`src/rtl/mic_frame_buffer.sv`:
```
// mic_frame_buffer: writes every valid mic sample into a 2*FRAME_LEN circular
// buffer and, every HOP samples once a full frame exists, streams that frame
// oldest-first over a valid/ready handshake with index, last and corrupt flags.
// Optional dropped-boundary counter: define MIC_FRAME_OVERRUN_CNT_EN.
module mic_frame_buffer #(
  parameter int SAMPLE_W  = 16,
  parameter int FRAME_LEN = 16,
  parameter int HOP       = FRAME_LEN
) (
  input  logic                         clk,
  input  logic                         rst_n,
  input  logic                         mic_valid,
  input  logic signed [SAMPLE_W-1:0]   mic_sample,
  output logic                         out_valid,
  input  logic                         out_ready,
  output logic signed [SAMPLE_W-1:0]   out_data,
  output logic [$clog2(FRAME_LEN)-1:0] out_idx,
  output logic                         out_last,
  output logic                         out_corrupt,
  output logic                         overrun,
  output logic [15:0]                  overrun_cnt
);
  localparam int IW    = $clog2(FRAME_LEN);
  localparam int AW    = IW + 1;
  localparam int DEPTH = 2 * FRAME_LEN;
  localparam int HW    = (HOP > 1) ? $clog2(HOP) : 1;

  localparam logic [1:0] S_IDLE   = 2'd0;
  localparam logic [1:0] S_LOAD   = 2'd1;
  localparam logic [1:0] S_STREAM = 2'd2;

  localparam logic [AW-1:0] FRAME_A  = AW'(FRAME_LEN);
  localparam logic [AW-1:0] FILL_PRE = AW'(FRAME_LEN - 1);
  localparam logic [IW-1:0] LAST_IDX = IW'(FRAME_LEN - 1);
  localparam logic [HW-1:0] HOP_LAST = HW'(HOP - 1);

  logic [AW-1:0]              wp_q, wp_d;
  logic [AW-1:0]              fill_q, fill_d;
  logic [HW-1:0]              hop_q, hop_d;
  logic [1:0]                 state_q, state_d;
  logic [AW-1:0]              start_q, start_d;
  logic                       pend_vld_q, pend_vld_d;
  logic [AW-1:0]              pend_addr_q, pend_addr_d;
  logic                       corrupt_q, corrupt_d;
  logic                       out_valid_q, out_valid_d;
  logic signed [SAMPLE_W-1:0] out_data_q, out_data_d;
  logic [IW-1:0]              out_idx_q, out_idx_d;
  logic                       out_last_q, out_last_d;
  logic                       overrun_q, overrun_d;

  logic signed [SAMPLE_W-1:0] mem [DEPTH];

  logic [AW-1:0] wp_inc, bnd_addr, wr_off, rd_addr;
  logic [IW-1:0] nxt_idx;
  logic          bnd, accept, last_acc, wr_hit;

  // Sample storage: writes never stall and the contents survive reset.
  always_ff @(posedge clk) begin
    if (mic_valid) mem[wp_q] <= mic_sample;
  end

  // Boundary detection, handshake decode and frame-relative address math.
  always_comb begin
    wp_inc   = wp_q + 1'b1;
    bnd_addr = wp_inc - FRAME_A;
    bnd      = mic_valid && ((fill_q == FILL_PRE) ||
                             ((fill_q == FRAME_A) && (hop_q == HOP_LAST)));
    accept   = out_valid_q && out_ready;
    last_acc = (state_q == S_STREAM) && accept && out_last_q;
    nxt_idx  = out_idx_q + 1'b1;
    rd_addr  = start_q + {1'b0, nxt_idx};
    // A write landing on a frame slot at or after the presented beat hits unread data.
    wr_off   = wp_q - start_q;
    wr_hit   = mic_valid && (state_q == S_STREAM) &&
               (wr_off < FRAME_A) && (wr_off >= {1'b0, out_idx_q});
  end

  // Write pointer, fill saturation and hop counting.
  always_comb begin
    wp_d   = wp_q;
    fill_d = fill_q;
    hop_d  = hop_q;
    if (mic_valid) begin
      wp_d = wp_inc;
      if (fill_q != FRAME_A)      fill_d = fill_q + 1'b1;
      else if (hop_q == HOP_LAST) hop_d  = '0;
      else                        hop_d  = hop_q + 1'b1;
    end
  end

  // Frame FSM: single pending boundary slot, one LOAD cycle ahead of each frame.
  always_comb begin
    state_d     = state_q;
    start_d     = start_q;
    pend_vld_d  = pend_vld_q;
    pend_addr_d = pend_addr_q;
    corrupt_d   = corrupt_q;
    out_valid_d = out_valid_q;
    out_data_d  = out_data_q;
    out_idx_d   = out_idx_q;
    out_last_d  = out_last_q;
    overrun_d   = 1'b0;
    case (state_q)
      S_IDLE: begin
        if (bnd) begin
          state_d = S_LOAD;
          start_d = bnd_addr;
        end
      end
      S_LOAD: begin
        state_d     = S_STREAM;
        out_valid_d = 1'b1;
        out_data_d  = mem[start_q];
        out_idx_d   = '0;
        out_last_d  = 1'b0;
        if (bnd) begin
          if (!pend_vld_q) begin
            pend_vld_d  = 1'b1;
            pend_addr_d = bnd_addr;
          end else begin
            overrun_d = 1'b1;
          end
        end
      end
      S_STREAM: begin
        if (wr_hit) corrupt_d = 1'b1;
        if (last_acc) begin
          out_valid_d = 1'b0;
          out_last_d  = 1'b0;
          out_idx_d   = '0;
          if (pend_vld_q) begin
            // The slot frees this cycle, so a coincident boundary refills it.
            state_d     = S_LOAD;
            start_d     = pend_addr_q;
            pend_vld_d  = bnd;
            pend_addr_d = bnd ? bnd_addr : pend_addr_q;
          end else if (bnd) begin
            state_d = S_LOAD;
            start_d = bnd_addr;
          end else begin
            state_d = S_IDLE;
          end
        end else begin
          if (accept) begin
            out_idx_d  = nxt_idx;
            out_last_d = (nxt_idx == LAST_IDX);
            out_data_d = mem[rd_addr];
          end
          if (bnd) begin
            if (!pend_vld_q) begin
              pend_vld_d  = 1'b1;
              pend_addr_d = bnd_addr;
            end else begin
              overrun_d = 1'b1;
            end
          end
        end
      end
      default: state_d = S_IDLE;
    endcase
    if ((state_d == S_LOAD) && (state_q != S_LOAD)) corrupt_d = 1'b0;
  end

  // State and output registers with synchronous active-low reset.
  always_ff @(posedge clk) begin
    if (!rst_n) begin
      wp_q        <= '0;
      fill_q      <= '0;
      hop_q       <= '0;
      state_q     <= S_IDLE;
      start_q     <= '0;
      pend_vld_q  <= 1'b0;
      pend_addr_q <= '0;
      corrupt_q   <= 1'b0;
      out_valid_q <= 1'b0;
      out_data_q  <= '0;
      out_idx_q   <= '0;
      out_last_q  <= 1'b0;
      overrun_q   <= 1'b0;
    end else begin
      wp_q        <= wp_d;
      fill_q      <= fill_d;
      hop_q       <= hop_d;
      state_q     <= state_d;
      start_q     <= start_d;
      pend_vld_q  <= pend_vld_d;
      pend_addr_q <= pend_addr_d;
      corrupt_q   <= corrupt_d;
      out_valid_q <= out_valid_d;
      out_data_q  <= out_data_d;
      out_idx_q   <= out_idx_d;
      out_last_q  <= out_last_d;
      overrun_q   <= overrun_d;
    end
  end

`ifdef MIC_FRAME_OVERRUN_CNT_EN
  logic [15:0] ovr_cnt_q, ovr_cnt_d;

  // Saturating count of dropped boundaries, in step with the overrun pulse.
  always_comb begin
    ovr_cnt_d = ovr_cnt_q;
    if (overrun_d && (ovr_cnt_q != 16'hFFFF)) ovr_cnt_d = ovr_cnt_q + 16'd1;
  end

  // Counter register, cleared only by reset.
  always_ff @(posedge clk) begin
    if (!rst_n) ovr_cnt_q <= '0;
    else        ovr_cnt_q <= ovr_cnt_d;
  end

  assign overrun_cnt = ovr_cnt_q;
`else
  assign overrun_cnt = 16'h0000;
`endif

  assign out_valid   = out_valid_q;
  assign out_data    = out_data_q;
  assign out_idx     = out_idx_q;
  assign out_last    = out_last_q;
  assign out_corrupt = out_valid_q && out_last_q && corrupt_q;
  assign overrun     = overrun_q;

endmodule

```
`config.mk`:
```
export PLATFORM = sky130hd
export DESIGN_NAME = mic_frame_buffer
export DESIGN_NICKNAME = d
export VERILOG_FILES = /design/src/rtl/mic_frame_buffer.sv
export SDC_FILE = /design/constraint.sdc
export NUM_CORES = 1
export LEC_CHECK = 0
export BUFFER_PORTS_ARGS = -buffer_cell sky130_fd_sc_hd__buf_2
export CAP_MARGIN = 20
export CORE_MARGIN = 1
export CORE_UTILIZATION = 45
export DETAILED_ROUTE_END_ITERATION = 8
export SKIP_CTS_REPAIR_TIMING = 1
export SLEW_MARGIN = 10
export SYNTH_ARGS = -nofsm -noshare
export SYNTH_HDL_FRONTEND = slang
export SYNTH_SLANG_ARGS = --single-unit
```
`constraint.sdc`:
```
create_clock -name clk -period 9.4 [get_ports clk]
set_input_delay 1.88 -clock clk [delete_from_list [all_inputs] [get_ports clk]]
set_output_delay 1.88 -clock clk [all_outputs]
set_load 0.03 [all_outputs]
```
==> results.cfg <==
[status]
status = finished, final reports clean

[floorplan]
fp.dieH_um = 245
initial_core_util_pct = 45.8
core_area_sq_um = 58000
die_w_um = 245
dieArea_sq_um = 60100
fp-row-count = 88
io_pins = 60

[global_routing]
grt_max_degree = 69
antenna_found_initial = 1
grt-ovfl-total = 0
grt_pass1_wl_um = 109000
track_usage_pct = 25.1
grt_pass1_vias = 15800

[power]
ir_worst_vdd_mv = 0.130
leakage_nw = 9.51
powerDensity_nw_per_um2 = 174

[critical_path]
crit_arrival_ns = 5.75
crit_type = reg2reg
reg2reg_from = out_idx[0]
path_delay_family = adder cells
critPathLaunch = out_idx[0]
reg2reg_depth = 9
critPathSlowestCell = fa_4
worst-path-stages = 9
worstPathCellList = inv_1 > ha_1 > fa_4 > buf_4 > mux4_2 > nand2_1 > a21oi_1 > a2111oi_0 > nor3_1
cp.buffers_inverters = 2
crit_fanout = 68
crit_required_ns = 9.86
worstSetupStartpointType = flip-flop
reg2reg_slack_ns = 4.12
rr_endpoint = out_data[13]
critPathCapture = out_data[13]
end_kind = flip-flop
slowest_delay_ns = 1.49

[place]
dpl.hpwl_um = 44100
gp_congestion = 0.818
io_buffers = 43

[detailed_routing]
dr_total_vias = 15500
viasPerCell = 6.53
drt-total-wl_um = 74300
first_pass_iters = 5
wl_per_cell_um = 31.3
ant_nets = 0
first_iter_violations = 1815
drc = 0

[sta]
rsz0062_at_grt = false
fin_crit_sh_pct = 56.2
min_period_ns = 5.28
finalHoldViolCount = 0
max-slew-margin-rel_pct = 22.9
max_freq_mhz = 189
final.setup_skew_ns = 0.0187
finalSetupViolCount = 0
final_max_slew_viol_count = 0
worst_pin_slew_ns = 1.13
finalSetupTns_ns = 0

[final_layout]
nets = 1612
n_antenna_cell = 0
final_util_pct = 51.1
area_growth_pct = 11.6
drive_gt1_share_pct = 31.8

[clock_tree]
clock-sinks = 568
clk_pin_slew_ns = 0.06
clockRootBuffer = clkbuf_16
clockBufferDepth = 3
cts_tree = built
h-tree-depth = 2
insertion_delay_ns = 0.63
numCtsBuffers = 59

[synthesis]
yosysTopAreaCell = edfxtp_1
ys_seq_elements = 568
async_flop_share_pct = 0
synthXorXnorAreaFrac_pct = 0.720
synth.distinct_cells = 57
synth_compound_area_share_pct = 4.74
synth_flop_cell = edfxtp_1
yosysWarnings = 0
synthMuxAreaShare_pct = 23.4
synth.most_common_cell = edfxtp_1
synth_fa_ha_area_share_pct = 1.37
synth_edf_count = 512
synthTopCellsByCount = edfxtp_1, mux4_2, nor2_1
synthCells = 1512
yosysTopAreaCellShare_pct = 57.8
synth.avg_cell_area_sq_um = 17.6
synth_top_family_by_area = multiplexers
ys_seq_area_share_pct = 62.0
yosys.area_share.simple_pct = 5.04
yosys-top-cells-area = edfxtp_1, mux4_2, dfxtp_1, nor2_1, ha_1
syn_area_sq_um = 26600

[run]
maxCapViolations = 0

[worst_hold_path]
hold_path_class = reg2reg
## metrics by stage
step	power [mW]	cell area [sq um]	std cells	hold slack, ns	setup WS (ns)
3_5_place_dp	2.94	27800	2266	0.497	4.10
6_report	5.17	29700	2376	0.498	4.12
5_1_grt	5.30	29700	2376	0.537	4.00
4_1_cts	5.19	29600	2374	0.506	4.11
2_1_floorplan	2.89	26600	1527	0.460	5.17
3_3_place_gp	2.94	27800	2265	0.477	4.06
## cell type report
type                            instances  area [sq um]
Inverter                               22          82.6
Clock buffer                           74          1530
Timing Repair Buffer                   99           647
Fill cell                            4681         28400
Sequential cell                       568         16500
Multi-Input combinational cell        814          9640
Tap cell                              765           957
Clock inverter                         34           300
## routing by layer
metal | up-vias | global-route usage [%] | part of all wire (%)
li1 | 6355 | - | -
met1 | 8272 | 35.2 | 41
met2 | 735 | 38.7 | 47
met3 | 143 | 5.55 | 8.5
met4 | 2 | 9.01 | 3.3
met5 | - | 0 | 0.020
## worst min path at each step
| stage | from | end | slack (ns) | depth (start not counted) |
|---|---|---|---|---|
| after CTS | hop_q[1] | hop_q[1] | 0.51 | 2 |
| after detailed placement | hop_q[1] | hop_q[1] | 0.50 | 2 |
| after global routing | hop_q[1] | hop_q[1] | 0.54 | 2 |
| after floorplan | hop_q[3] | hop_q[3] | 0.46 | 2 |
| final | hop_q[3] | hop_q[3] | 0.50 | 2 |
| after global placement | hop_q[3] | hop_q[3] | 0.48 | 2 |
## placed cells by master, fill, tap and decap left out, types with 15 or more instances in the layout
cell type / n
mux2_2: 28
nor3_1: 15
edfxtp_1: 512
a22o_1: 21
and3_1: 28
a221oi_1: 20
ha_1: 25
a21oi_1: 35
o21ai_0: 30
conb_1: 16
dfxtp_1: 53
o221ai_1: 15
nor2_1: 67
mux4_2: 256
nor2b_1: 15
clkbuf_1: 15
inv_1: 22
nor2_2: 17
buf_2: 43
clkbuf_16: 59
nand2_1: 49
buf_4: 53
clkinv_2: 15
## cell families after synthesis
group,after synthesis
AOI/OAI and AO/OA,179
xor gates and xnor gates,21
adders and majority gates,28
buffers and inverters,145
DFF,568
muxes,297
other,1
and+or+nand+nor,273
## state kept, by name, summed over array words and instances, names as in the netlist, named ones only
signal and count:
hop_q 4, mem 512, corrupt_q 1, pend_vld_q 1, out_valid 1, out_idx 4
wp_q 5, start_q 5, out_data 16, out_last 1, state_q 2, overrun 1
fill_q 5, pend_addr_q 5
## power by group
part	internal [mW]	leakage [nW]	switching, mW
Sequential	2.77	5.07	0.00962
Clock	1.29	0.902	0.988
Combinational	0.0315	3.54	0.0833
## worst reg2reg max path: stages, from the launching register on
cell and delay (ns):
dfxtp_1 0.43, inv_1 0.12, ha_1 0.33, fa_4 1.49, buf_4 1.07, mux4_2 0.48
nand2_1 0.08, a21oi_1 0.07, a2111oi_0 0.90, nor3_1 0.15
No activity file was read; power rests on OpenSTA's default activity.
